File: src/rtl/alu_top.sv
`default_nettype none
// ============================================================================
//  Module   : alu_top
//  Purpose  : Registered WIDTH-bit ALU driving the board LEDs. Operands and
//             opcode are sampled on every rising clock edge. The result and
//             the zero and carry flags are registered and held until the
//             next edge. There is no handshake, and a new result appears
//             every cycle.
//  Ports    : clk     - system clock, all state on rising edge
//             rst_n   - synchronous active-low reset
//             A, B    - WIDTH-bit unsigned operands
//             opcode  - 3-bit operation select
//                       (ADD SUB AND OR XOR NOT SHL SHR)
//             led     - registered WIDTH-bit result
//             z       - registered zero flag (result all zero)
//             c       - registered carry / borrow / shift-out flag
//  Revision : 1.0  initial release
// ============================================================================
module alu_top #(
    parameter int WIDTH = 4
) (
    input  logic             clk,
    input  logic             rst_n,
    input  logic [WIDTH-1:0] A,
    input  logic [WIDTH-1:0] B,
    input  logic [2:0]       opcode,
    output logic [WIDTH-1:0] led,
    output logic             z,
    output logic             c
);

    localparam logic [2:0] c_op_add = 3'b000;
    localparam logic [2:0] c_op_sub = 3'b001;
    localparam logic [2:0] c_op_and = 3'b010;
    localparam logic [2:0] c_op_or  = 3'b011;
    localparam logic [2:0] c_op_xor = 3'b100;
    localparam logic [2:0] c_op_not = 3'b101;
    localparam logic [2:0] c_op_shl = 3'b110;
    localparam logic [2:0] c_op_shr = 3'b111;

    logic [WIDTH-1:0] w_y;
    logic             w_c;
    logic             w_z;
    logic [WIDTH:0]   w_sum;

    logic [WIDTH-1:0] r_led;
    logic             r_z;
    logic             r_c;

    // The operands come straight from switches and buttons. They are
    // captured directly, without a synchroniser, so that the result still
    // appears one edge later. The output register is the only state.
    // A one-bit-wider add exposes the carry out of the MSB.
    assign w_sum = {1'b0, A} + {1'b0, B};

    always_comb begin
        w_y = '0;
        w_c = 1'b0;
        case (opcode)
            c_op_add: begin
                w_y = w_sum[WIDTH-1:0];
                w_c = w_sum[WIDTH];
            end
            c_op_sub: begin
                w_y = A - B;
                w_c = (A < B);   // borrow
            end
            c_op_and: w_y = A & B;
            c_op_or:  w_y = A | B;
            c_op_xor: w_y = A ^ B;
            c_op_not: w_y = ~A;
            c_op_shl: begin
                w_y = {A[WIDTH-2:0], 1'b0};
                w_c = A[WIDTH-1];
            end
            c_op_shr: begin
                w_y = {1'b0, A[WIDTH-1:1]};
                w_c = A[0];
            end
            default: begin
                w_y = '0;
                w_c = 1'b0;
            end
        endcase
    end

    // The zero flag looks only at the result bits and never at the carry.
    assign w_z = (w_y == '0);

    always_ff @(posedge clk) begin
        if (!rst_n) begin
            r_led <= '0;
            r_z   <= 1'b0;
            r_c   <= 1'b0;
        end else begin
            r_led <= w_y;
            r_z   <= w_z;
            r_c   <= w_c;
        end
    end

    assign led = r_led;
    assign z   = r_z;
    assign c   = r_c;

endmodule
`default_nettype wire

File: config.mk
export PLATFORM = sky130hd
export DESIGN_NAME = alu_top
export DESIGN_NICKNAME = d
export VERILOG_FILES = /design/src/rtl/alu_top.sv
export SDC_FILE = /design/constraint.sdc
export NUM_CORES = 1
export LEC_CHECK = 0
export CAP_MARGIN = 0
export CORE_MARGIN = 3
export CORE_UTILIZATION = 54
export CTS_CLUSTER_SIZE = 24
export DETAILED_ROUTE_END_ITERATION = 8
export PLACE_DENSITY = 0.86
export SLEW_MARGIN = 10
export SYNTH_ARGS = -nofsm -noshare
export SYNTH_HDL_FRONTEND = slang
export SYNTH_SLANG_ARGS = --single-unit
File: constraint.sdc
create_clock -name clk -period 2.87 [get_ports clk]
set_clock_uncertainty 0.1 [all_clocks]
set_input_delay 0.4305 -clock clk [delete_from_list [all_inputs] [get_ports clk]]
set_output_delay 0.4305 -clock clk [all_outputs]
set_load 0.005 [all_outputs]
======== Word-level counts from Yosys, hierarchy flattened ========
Index checks and enable logic that the tools add are counted.
storage, ports and cells
  register bits ........................... 6
  output and inout port bits .............. 6
  word-level logic and storage cells ...... 21
operators by class
  add/sub/neg operators ................... 2
  order comparisons ....................... 1
  equal/unequal tests ..................... 7
  muxes and demuxes ....................... 2
  bitwise logic cells ..................... 4
  reductions and logical operators ........ 2
operators by type and width
  operator                                                                number
  4-bit one-hot mux with 8 select lines                                   1
  3-bit equality test (second input constant)                             4
  3-bit by 2-bit equality test with 1-bit output (second input constant)  2
  4-bit by 4-bit adder with 5-bit output                                  1
  4-bit AND                                                               1
  4-bit logical NOT                                                       1
  4-bit less-than comparator                                              1
  4-bit inverter                                                          1
  4-bit OR                                                                1
  1-bit one-hot mux with 4 select lines                                   1
  4-bit subtractor                                                        1
  4-bit bitwise XOR                                                       1
  3-bit by 1-bit equality test with 1-bit output (second input constant)  1
  3-bit logical NOT                                                       1

======== Logic depth before layout (Yosys ltp) ========
  depth after elaboration ................. 3
  mapped depth ............................ 9
  gate-level depth less buffers ........... 9

======== Worst setup path after synthesis ========
OpenSTA, ideal clock, no wires.
  kind .................................... input port to flip-flop
  start ................................... input A[0]
  end ..................................... register r_z (netlist: z)
  arrival ................................. 1.816 ns
  required time ........................... 2.683 ns
  slack ................................... 0.867 ns
  cell stages on the path ................. 9
  buffers on the path ..................... 0
  path through ............................ inv_1 > ha_1 > inv_1 > fa_1 > xor2_1 > o22ai_1 > a211oi_1 > a21oi_1 > nor4b_2
between the ends
  cells in the longest elaborated chain, start to end .. 3
  elaborated cells on any way between the ends .. 8
RTL lines
  what                                      line  source
  from (decl)                               24    input logic [WIDTH-1:0] A,
  4-bit subtractor (tied with other cells)  65    w_y = A - B;
  4-bit one-hot mux with 8 select lines *   59    case (opcode)
  4-bit logical NOT *                       88    assign w_z = (w_y == '0);
  to (signal assigned)                      97    r_z <= w_z;
  to (decl)                                 47    logic r_z;
Every way passes the cells marked *; elsewhere a longest branch is shown, timed or not.
A chain may end at the register's enable or synchronous reset.

======== Worst setup path in the final report ========
Ends and elaborated chain as after synthesis.

==> summary.md <==
| Metric | Value |
|---|---|
| Core Util, Final | `77.9%` |
| GR Util met3 | `5.08%` |
| Crit path time final | `2.48 ns` |
| CP cell instances | `clkdlybuf4s50_1 -> inv_1 -> ha_1 -> inv_1 -> fa_1 -> xor2_1 -> o22ai_1 -> a211oi_1 -> a21oi_1 -> nor4b_2` |
| Share of layout cells above drive strength 1 | `9.52%` |
| Most used DFF post-synth | `dfxtp_1` |
| Post-synth EDFFs | `0` |
| Die width | `46.2 um` |
| Num ports | `19` |
| Final setup viols | `0` |
| Fmax | `403 MHz` |
| Hpwl dp | `1560 um` |
| Clock Tree Buf Depth | `2` |
| Mapped Nets | `136` |
| Global-route wire length before repair | `3380 um` |
| TritonRoute pass-1 iters | `4` |
| Worst-margin pin slew | `0.360 ns` |
| Initial antenna violation count | `0` |
| CP Launch Type | `primary input` |
| Post-Place Cells | `138` |
| Met1 usage | `31.0%` |
| Total Die Area | `0.00213 mm2` |
| Max Slew Vio Count | `0` |
| Post-synthesis instance area | `872 um2` |
| Detailed-route DRC error count | `0` |
| Fill cell count | `112` |
| Stages on worst setup path | `10` |
| Post-Syn Area per Cell | `8.23 um2` |
| Met2 GRT Util | `35.7%` |
| CTS tree | `built` |
| Final Power | `0.328 mW` |
| Worst vdd ir | `0.332 mV` |
| Pin count of the biggest net entering global routing | `14` |
| Total GRT Usage | `21.9%` |
| Core Region | `0.00140 mm2` |
| Clock-pin slew on the worst setup and hold paths | `0.05 ns` |
| DR vias/cell | `5.89` |
| Gpl congestion | `0.907` |
| Final nets | `158` |
| Yosys cell types | `35` |
| Most frequent cells in the layout | `clkdlybuf4s50_1 (18), inv_1 (16), ha_1 (15), a21oi_1 (9), dfxtp_1 (6)` |
| Area delta synth->final | `25.0%` |
| I/O Buffers | `18` |
| DRT iter0 DRCs | `20` |
| Final Non-Filler Cells | `141` |
| Worst path top cell family by delay | `buffers and inverters` |
| Power density of the placed cells | `301 mW/mm2` |
| Outcome | `complete, no violations` |
| Post-synthesis async set-or-reset flop share | `0%` |
| Critical Path RT | `2.92 ns` |
| Vias | `830` |
| Die Y-Extent | `46.2 um` |
| Register area share after synthesis | `13.8%` |
| CP Max Fanout | `5` |
| Hold depth | `2` |
| Hold Path End | `c` |
| Period utilization | `86.5%` |
| Hold_sp | `rst_n` |
| Slowest-stage cell, CP | `clkdlybuf4s50_1` |
| Crit. End Element | `register` |
| Root Buffer | `clkbuf_4` |
| Worst Path Buf+Inv | `3` |
| Final hold violation count | `0` |
| Setup WS post-layout | `0.388 ns` |
| Number of global-route vias before repair | `767` |
| Leakage | `0.514 nW` |
| Seq cells post-synth | `6` |
| WP data arrival | `2.54 ns` |
| RSZ-0062 raised after global routing | `no` |
| CP max stage delay | `0.49 ns` |
| # diodes | `0` |
| GR peak layer | `met2` |
| Initial Utilization | `62.3%` |
| Worst Setup Slack post-DPL | `0.178 ns` |
| Grt ovf | `0` |
| Final wirelength | `2080 um` |
| Postcts setup bufs | `0` |
| Remaining antenna violation count | `0` |
| H-tree levels | `1` |
| Ys Warns | `0` |
| Max-slew headroom | `75.4%` |
| Num Clock Sinks | `6` |
| CTS Buf Count | `3` |
| WL/cell | `14.7 um` |
| Crit path kind | `in -> reg` |
| Gates resized, CTS repair | `0` |
| Post-Syn Instances | `106` |
| Total negative slack | `0 ns` |
| Hold Crit Class | `in -> reg` |
| Most common cell after layout, fill and taps aside | `clkdlybuf4s50_1` |
| # hold bufs at CTS | `0` |
| Crit-path most repeated cell | `inv_1` |
| Max Cap Viol | `0` |
| Rows | `13` |
cells by family (layout without fill, tap and decap cells):
kind of cell / after synthesis / in the layout / share of synthesized area (%)
AOI/OAI and AO/OA: 29 / 29 / 23.2
xor gates and xnor gates: 4 / 4 / 4.02
adders and majority gates: 17 / 17 / 26.1
buffers and inverters: 20 / 40 / 9.90
DFF: 6 / 6 / 13.8
muxes: 5 / 5 / 5.74
and+or+nand+nor: 25 / 25 / 17.2
cells in the mapped netlist (2+ instances only):
cell | count | area share [%]
mux2i_1 | 5 | 5.7
nand2_1 | 4 | 1.7
a21oi_1 | 9 | 5.2
dfxtp_1 | 6 | 14
o21bai_1 | 2 | 1.7
ha_1 | 15 | 22
inv_1 | 16 | 6.9
fa_1 | 2 | 4.6
buf_2 | 3 | 1.7
nand3_1 | 3 | 1.7
and2_1 | 2 | 1.4
o221ai_1 | 2 | 2.0
a211oi_1 | 4 | 3.4
o21ai_0 | 3 | 1.7
xnor2_1 | 3 | 3.0
nand2b_1 | 4 | 2.9
nor2_1 | 5 | 2.2
layout make-up:
| cell class | instances | area (um2) | area share [%] |
|---|---|---|---|
| flip-flops and latches | 6 | 120 | 11.0 |
| well taps | 15 | 18.8 | 1.72 |
| clock buffers | 3 | 22.5 | 2.07 |
| repair buffers | 21 | 203 | 18.6 |
| multi-input cells | 80 | 666 | 61.1 |
| inverters | 16 | 60.1 | 5.51 |
routing by layer:
layer  vias to the layer above  part of all wire (%)
met4                         0                     0
met3                         0                   5.9
met5                         -                     0
met1                       395                    46
li1                        407                     -
met2                        28                    48
sequential cells by signal, summed over array words and instances (netlist names):
name  flops
led       4
c         1
z         1
power by group:
group	switching (mW)	internal, mW
Combinational	0.0792	0.0777
Clock	0.0304	0.0473
Sequential	0.00187	0.0915
Total	0.112	0.216
stage by stage:
step	hold slack, ns	area, um2
floorplan	0.452	872
global placement	1.01	1070
detailed placement	1.03	1070
CTS	0.822	1090
global route	0.824	1090
finish	0.802	1090
how the worst max path moves through the flow:
stage                     startpoint  to  slack, ns
final                           A[0]   z       0.39
after global routing            A[0]   z       0.21
after floorplan                 A[0]   z       0.87
after detailed placement        A[0]   z       0.18
after global placement          A[0]   z       0.24
after CTS                       A[0]   z       0.42
No activity file was read; power rests on OpenSTA's default activity.
